## config.mk

```make
export PLATFORM = sky130hd
export DESIGN_NAME = npc_lsu
export DESIGN_NICKNAME = d
export VERILOG_FILES = /design/src/rtl/npc_lsu.sv
export SDC_FILE = /design/constraint.sdc
export NUM_CORES = 1
export LEC_CHECK = 0
export ABC_AREA = 0
export BUFFER_PORTS_ARGS = -buffer_cell sky130_fd_sc_hd__buf_2
export CORE_MARGIN = 2
export CORE_UTILIZATION = 54
export DETAILED_ROUTE_END_ITERATION = 10
export PLACE_DENSITY = 0.82
export SLEW_MARGIN = 10
export SYNTH_ARGS = -nofsm -noshare
export SYNTH_HDL_FRONTEND = slang
export SYNTH_SLANG_ARGS = --single-unit
```

## constraint.sdc

```tcl
create_clock -name clk -period 3.2 [get_ports clk]
set_input_delay 0.64 -clock clk [delete_from_list [all_inputs] [get_ports clk]]
set_output_delay 0.64 -clock clk [all_outputs]
set_load 0.02 [all_outputs]
```

## src/rtl/npc_lsu.sv

```systemverilog
// Load/store unit: turns one decoded memory request into a single word-aligned bus
// transaction with byte strobes and returns a one-cycle, extended response.
module npc_lsu #(
  parameter int unsigned TIMEOUT = 255
) (
  input  logic        clk,
  input  logic        rst,
  input  logic        req_valid,
  output logic        req_ready,
  input  logic        req_rd_en,
  input  logic        req_wr_en,
  input  logic [2:0]  req_op,
  input  logic [31:0] req_addr,
  input  logic [31:0] req_wdata,
  output logic        resp_valid,
  output logic [31:0] resp_rdata,
  output logic        resp_err,
  output logic        bus_req,
  output logic        bus_we,
  output logic [31:0] bus_addr,
  output logic [3:0]  bus_wstrb,
  output logic [31:0] bus_wdata,
  input  logic        bus_gnt,
  input  logic        bus_rvalid,
  input  logic [31:0] bus_rdata
);

  localparam int unsigned CntW = (TIMEOUT > 0) ? $clog2(TIMEOUT + 1) : 1;

  typedef enum logic [1:0] {StIdle, StReq, StWait, StResp} state_e;

  state_e            state_q, state_d;
  logic              we_q, we_d;
  logic [2:0]        op_q, op_d;
  logic [31:0]       addr_q, addr_d;
  logic [31:0]       wdata_q, wdata_d;
  logic [3:0]        wstrb_q, wstrb_d;
  logic [CntW-1:0]   cnt_q, cnt_d;
  logic [31:0]       rdata_q, rdata_d;
  logic              err_q, err_d;

  logic [31:0] st_wdata;
  logic [3:0]  st_wstrb;
  logic        op_illegal;
  logic        misaligned;
  logic [31:0] lane;
  logic [31:0] ld_data;
  logic        timeout_hit;

  // Store lane replication and strobes, from the live request (only used in IDLE).
  always_comb begin
    st_wdata = req_wdata;
    st_wstrb = 4'b1111;
    case (req_op[1:0])
      2'b00: begin
        st_wdata = {4{req_wdata[7:0]}};
        st_wstrb = 4'b0001 << req_addr[1:0];
      end
      2'b01: begin
        st_wdata = {2{req_wdata[15:0]}};
        st_wstrb = 4'b0011 << req_addr[1:0];
      end
      default: begin
        st_wdata = req_wdata;
        st_wstrb = 4'b1111;
      end
    endcase
  end

  always_comb begin
    if (req_rd_en) begin
      op_illegal = (req_op == 3'b011) || (req_op == 3'b110) || (req_op == 3'b111);
    end else begin
      op_illegal = req_op[2] || (req_op[1:0] == 2'b11);
    end
    misaligned = ((req_op[1:0] == 2'b01) && req_addr[0]) ||
                 ((req_op[1:0] == 2'b10) && (req_addr[1:0] != 2'b00));
  end

  // Load extraction: shift the addressed lane down, then extend by op[2].
  always_comb begin
    lane = bus_rdata >> {addr_q[1:0], 3'b000};
    case (op_q[1:0])
      2'b00:   ld_data = {{24{~op_q[2] & lane[7]}}, lane[7:0]};
      2'b01:   ld_data = {{16{~op_q[2] & lane[15]}}, lane[15:0]};
      default: ld_data = bus_rdata;
    endcase
  end

  assign timeout_hit = (TIMEOUT != 0) && (32'(cnt_q) == TIMEOUT - 32'd1);

  always_comb begin
    state_d = state_q;
    we_d    = we_q;
    op_d    = op_q;
    addr_d  = addr_q;
    wdata_d = wdata_q;
    wstrb_d = wstrb_q;
    cnt_d   = cnt_q;
    rdata_d = rdata_q;
    err_d   = err_q;
    case (state_q)
      StIdle: begin
        if (req_valid) begin
          we_d    = req_wr_en;
          op_d    = req_op;
          addr_d  = req_addr;
          wdata_d = req_wr_en ? st_wdata : 32'd0;
          wstrb_d = req_wr_en ? st_wstrb : 4'd0;
          rdata_d = 32'd0;
          err_d   = 1'b0;
          if (!req_rd_en && !req_wr_en) begin
            state_d = StResp;
          end else if ((req_rd_en && req_wr_en) || op_illegal || misaligned) begin
            err_d   = 1'b1;
            state_d = StResp;
          end else begin
            state_d = StReq;
          end
        end
      end
      StReq: begin
        if (bus_gnt) begin
          cnt_d   = '0;
          state_d = we_q ? StResp : StWait;
        end
      end
      StWait: begin
        cnt_d = cnt_q + 1'b1;
        if (bus_rvalid) begin
          rdata_d = ld_data;
          err_d   = 1'b0;
          state_d = StResp;
        end else if (timeout_hit) begin
          rdata_d = 32'd0;
          err_d   = 1'b1;
          state_d = StResp;
        end
      end
      StResp: begin
        state_d = StIdle;
      end
      default: begin
        state_d = StIdle;
      end
    endcase
  end

  always_ff @(posedge clk) begin
    if (rst) begin
      state_q <= StIdle;
      we_q    <= 1'b0;
      op_q    <= 3'd0;
      addr_q  <= 32'd0;
      wdata_q <= 32'd0;
      wstrb_q <= 4'd0;
      cnt_q   <= '0;
      rdata_q <= 32'd0;
      err_q   <= 1'b0;
    end else begin
      state_q <= state_d;
      we_q    <= we_d;
      op_q    <= op_d;
      addr_q  <= addr_d;
      wdata_q <= wdata_d;
      wstrb_q <= wstrb_d;
      cnt_q   <= cnt_d;
      rdata_q <= rdata_d;
      err_q   <= err_d;
    end
  end

  // Bus and response fields are forced to zero outside the state that owns them.
  always_comb begin
    req_ready  = (state_q == StIdle);
    bus_req    = (state_q == StReq);
    bus_we     = bus_req & we_q;
    bus_addr   = bus_req ? {addr_q[31:2], 2'b00} : 32'd0;
    bus_wstrb  = bus_req ? wstrb_q : 4'd0;
    bus_wdata  = bus_req ? wdata_q : 32'd0;
    resp_valid = (state_q == StResp);
    resp_rdata = resp_valid ? rdata_q : 32'd0;
    resp_err   = resp_valid & err_q;
  end

endmodule
```

After elaboration in Yosys (flattened, before gate mapping)
Cells that the tools add are included.
W data, S select, Z words.
- bits in registers: 115
- bits in latches: 0
- RAM bits: 0
- memory bits (read-only): 0
- output and inout port bits: 105
- word-level logic and storage cells: 84
- memories: 0
- $add $sub $neg: 1
- multiply operators: 0
- divide/modulo/power cells: 0
- $lt $le $gt $ge: 0
- equal/unequal tests: 14
- shift-type cells: 3
- multiplexer cells: 30
- bitwise gates (word level): 5
- reductions and logical operators: 22
- operators with widths (operator ; count):
    $mux W32 ; 7
    $pmux W32 S2 ; 3
    $shr A32 B5 Y16 ; 1
    $pmux W8 S2 ; 1
    $mux W2 ; 6
    $add A8 B1 Y8 const B ; 1
    $eq A2 B2 Y1 const B ; 4
    $eq A8 B8 Y1 const B ; 1
    $mux W4 ; 2
    $mux W8 ; 1
    $pmux W2 S4 ; 1
    $pmux W4 S2 ; 1
    $mux W1 ; 7
    $eq A2 B1 Y1 const B ; 3
    $eq A3 B3 Y1 const B ; 2
    $logic_not A2 Y1 ; 3
    $logic_or A1 B1 Y1 ; 6
    $reduce_and A3 Y1 ; 2
    $reduce_bool A2 Y1 ; 3
    $and A1 B1 Y1 ; 4
    $logic_and A1 B1 Y1 ; 4
    $reduce_and A2 Y1 ; 2
    $shl A1 B2 Y4 const A ; 1
    $shl A2 B2 Y4 const A ; 1
    other kinds (7) ; 8

Depth between registers and ports, before layout
- depth in word-level cells: 10
- gate-level depth with buffers: 9
- depth with buffers taken out: 6

Worst setup path before layout
Ideal clock, no wire load.
- path kind: register -> register
- start: register state_q[0]
- end: register rdata_q[21]
- setup time: 58 ps
- arrival time: 2099 ps
- setup slack: 1043 ps
- cell stages (with the launch flop): 10
- buffers on the path: 3
- path through: dfxtp_1 > inv_1 > ha_1 > buf_6 > nor2b_4 > or3_1 > buf_6 > a2111oi_4 > buf_6 > a221o_2
- cells in the longest elaborated chain, start to end: 3
- ends and longest elaborated chain (element ; RTL line ; RTL):
    start: declaration ; 32 ; state_e state_q, state_d;
    start signal: assignment ; 151 ; state_q <= StIdle;
    start signal: assignment ; 161 ; state_q <= state_d;
    $logic_not A2 Y1 * ; n/a ;
    named net req_ready ; 9 ; output logic req_ready,
    $ne A2 B2 Y1 (no source line) / $reduce_bool A2 Y1 (equally long branches) ; n/a ;
    $reduce_and A3 Y1 (no source line) ; n/a ;
    end signal: assignment ; 168 ; rdata_q <= rdata_d;
    end: declaration ; 39 ; logic [31:0] rdata_q, rdata_d;
The timed path passes the listed nets; every way through them passes the cells marked *.
A chain may end at the register's enable or synchronous reset.

Worst setup path after layout
- start: register state_q[1]
- end: output resp_rdata[13]
- cells in the longest elaborated chain, start to end: 2
- ends and longest elaborated chain (element ; RTL line ; RTL):
    $eq A2 B2 Y1 ; 181 ; resp_valid = (state_q == StResp);
    $mux W32 ; 182 ; resp_rdata = resp_valid ? rdata_q : 32'd0;
    end: declaration ; 16 ; output logic [31:0] resp_rdata,
Every way passes these cells.

==> qor.yml <==
sta:
  rsz0062_at_grt: "no"
  slew_viol_final: 0
  finClkSkew_ps: 5.28
  hold_viol_final: 0
  relSlewSlack_pct: 35.5
  final.min_clock_period_ps: 2720
  max_freq_mhz: 368
  tightest_slew_ps: 967
  setup_viol: 0
  fin_crit_sh_pct: 84.9
  tns_ps: 0
final_layout:
  final_util_pct: 70.8
  final_area_um2: 7350
  syn2layout_area_growth_pct: 27.2
  drive_gt1_share_pct: 30.5
  nNetsFinal: 986
  final_common_cell: "buf_2"
  final_cells: 1022
  layout_common_cells: "208 x buf_2, 115 x dfxtp_1, 112 x nand2_1, 101 x and2_1, 63 x a21oi_1"
placed_design:
  dpl_cell_area_um2: 6800
  dp_cells: 991
  dp_hpwl_mm: 11.3
  gp_congestion: 0.921
  io_buffer_count: 208
routing:
  drc: 0
  drtIter0Drc: 341
  vias: 5716
  vias_per_cell: 5.59
  totalWireLength_mm: 16.2
  drtAntennaViolNets: 0
  wl_per_cell_um: 15.8
  drtPass1Iterations: 8
yosys:
  synth_adder_area_share_pct: 1.30
  synth_top_area_share_pct: 39.9
  synthXorXnorAreaFrac_pct: 0.758
  ys.flop_type: "dfxtp_1"
  synth_area_leader_cell: "dfxtp_1"
  synth_edf_count: 0
  synth.area.mux_share_pct: 7.02
  synth_warnings: 0
  ys_top_cells_by_area: "dfxtp_1 40%, and2_1 11%, nand2_1 7.3%, a21oi_1 5.5%, mux2i_1 4.2%"
  synth-simple-area-share_pct: 24.8
  syn_inst: 696
  syn-cell-area_um2: 5770
  postSynth.asyncResetShare_pct: 0
  yosysSeqAreaShare_pct: 39.9
  synth.distinct_cells: 50
  postSynthAreaPerCell_um2: 8.30
  yosys_register_bits: 115
  synth_compound_area_share_pct: 21.0
  synth_top_family_by_area: "simple AND/OR/NAND/NOR gates"
floorplan:
  die_area_um2: 11500
  core-area_um2: 10400
  die_w_um: 107
  rows: 37
  ios: 211
  die_y_um: 107
  start_util_pct: 55.7
setup_path:
  ff2ff_path_depth: 6
  cp_slowest_stage_delay_ps: 740
  worstSetupPathType: "register to primary output"
  end_kind: "primary output"
  r2r_end: "rdata_q[21]$_SDFFE_PP0P_"
  crit_required_ps: 2560
  path_max_fanout: 34
  crit_chain: "ha_1 > and2_1 > buf_2"
  crit_buf_inv: 1
  timing.rr.start: "state_q[0]$_SDFFE_PP0P_"
  cp.arrival_ps: 2080
  start_kind: "register"
  critPathTopFamily: "adder cells"
  slowest_stage: "ha_1"
  reg2reg_slack_ps: 610
clock_network:
  cts_resized: 0
  clk_pin_slew_ps: 50
  holdBufCountCts: 0
  cts_root_buffer: "clkbuf_8"
  clkLatencyLatePin_ps: 520
  cts_tree: "done"
  numCtsBuffers: 17
  htree_levels: 4
  cts.sinks: 115
  post-cts-setup-buffer-count: 0
  clk_path_buf_depth: 2
hold_path:
  holdCritPathClass: "primary input to register"
  hold_path_depth: 3
  holdPathEnd: "addr_q[28]$_SDFFE_PP0P_"
  hp-start: "req_addr[28]"
power:
  p_int_uw: 3260
  power.switching_uw: 1660
  p_sw_share_pct: 33.7
  p_per_area_nw_per_um2: 669
  vdd_drop_max_mv: 0.413
  p_clk_share_pct: 35.6
  comb_power_share_pct: 28.8
  power_leakage_uw: 0.00339
  p_seq_share_pct: 35.6
global_route:
  grt_pass1_vias: 5507
  antenna_found_initial: 1
  grt.total_usage_pct: 28.3
  grt_max_degree: 82
  grt_pass1_wl_mm: 26.1
  overflow: 0
flow_run:
  maxCapViolations: 0
run_status:
  outcome: "complete, no violations"
==> synthesized netlist by cell type (4+ instances only) <==
master / number
nand2b_1: 7
mux2i_1: 24
and2_1: 101
a21boi_0: 7
a221o_2: 5
o2bb2ai_1: 8
inv_1: 7
buf_6: 4
and3_1: 9
ha_1: 6
o211ai_1: 8
a221o_1: 18
clkbuf_1: 48
nor3_1: 7
nand2_1: 113
nor2b_1: 4
o22a_1: 7
nor2_1: 32
o21ai_0: 27
dfxtp_1: 115
a22oi_1: 20
mux2_2: 11
a21oi_1: 64
==> metrics by stage <==
stage	setup WS, ps	hold WS, ps	power [µW]
5_1_grt	305	347	5170
6_report	484	358	4920
4_1_cts	407	339	4930
3_3_place_gp	847	436	3110
2_1_floorplan	1040	424	2790
3_5_place_dp	654	442	3170
==> worst min-delay path, stage by stage <==
cell     delay, ps
buf_2           90
nand2_1         40
a21oi_1         50
==> sequential cells by signal, summed over array words and instances, names as in the netlist <==
register,cells
state_q,2
err_q,1
op_q,3
rdata_q,32
wstrb_q,4
wdata_q,32
addr_q,32
we_q,1
cnt_q,8
==> logic make-up (layout without fill, tap and decap cells) <==
| logic type | count (synthesis) | count (layout) |
|---|---|---|
| multiplexers | 37 | 37 |
| adder cells (fa/ha/maj) | 6 | 6 |
| buffers and inverters | 68 | 256 |
| AND/OR/NAND/NOR | 287 | 287 |
| AO/OA/AOI/OAI | 177 | 177 |
| XOR/XNOR | 5 | 5 |
| flip-flops | 115 | 115 |
| other | 1 | 3 |
==> final cells by class <==
class,instances,area (µm²)
fill,806,3020
clock inverter,6,80.1
sequential,115,2300
multi-input combinational,514,3180
timing repair buffer,218,1120
inverter,8,30.0
tap,136,170
antenna,1,2.50
clock buffer,24,460
==> per-layer routing <==
layer  routed length (µm)  up-vias  track usage (%)
met5                    0        -                0
met4                  482        0             11.1
met1                 6620     2665             35.2
met3                 1420       43             8.66
met2                 7680      249             45.9
li1                     -     2759                -
==> power groups by stage <==
stage / sequential [µW] / combinational, µW / clock (µW)
final: 1750 / 1420 / 1750
after detailed placement: 1770 / 1400 / 0
after CTS: 1750 / 1410 / 1770
after global routing: 1770 / 1560 / 1840
after floorplan: 1720 / 1070 / 0
after global placement: 1760 / 1340 / 0
==> worst max-delay path by stage <==
stage | from | endpoint | slack [ps] | cells after the start
floorplan | state_q[0]$_SDFFE_PP0P_ | rdata_q[21]$_SDFFE_PP0P_ | 1040 | 9
global placement | state_q[0]$_SDFFE_PP0P_ | rdata_q[25]$_SDFFE_PP0P_ | 850 | 6
detailed placement | state_q[0]$_SDFFE_PP0P_ | rdata_q[25]$_SDFFE_PP0P_ | 650 | 6
CTS | state_q[1]$_SDFFE_PP0P_ | resp_rdata[13] | 410 | 3
global route | state_q[1]$_SDFFE_PP0P_ | resp_rdata[13] | 310 | 3
finish | state_q[1]$_SDFFE_PP0P_ | resp_rdata[13] | 480 | 3
Note: power is estimated with default switching activity, not from simulation.
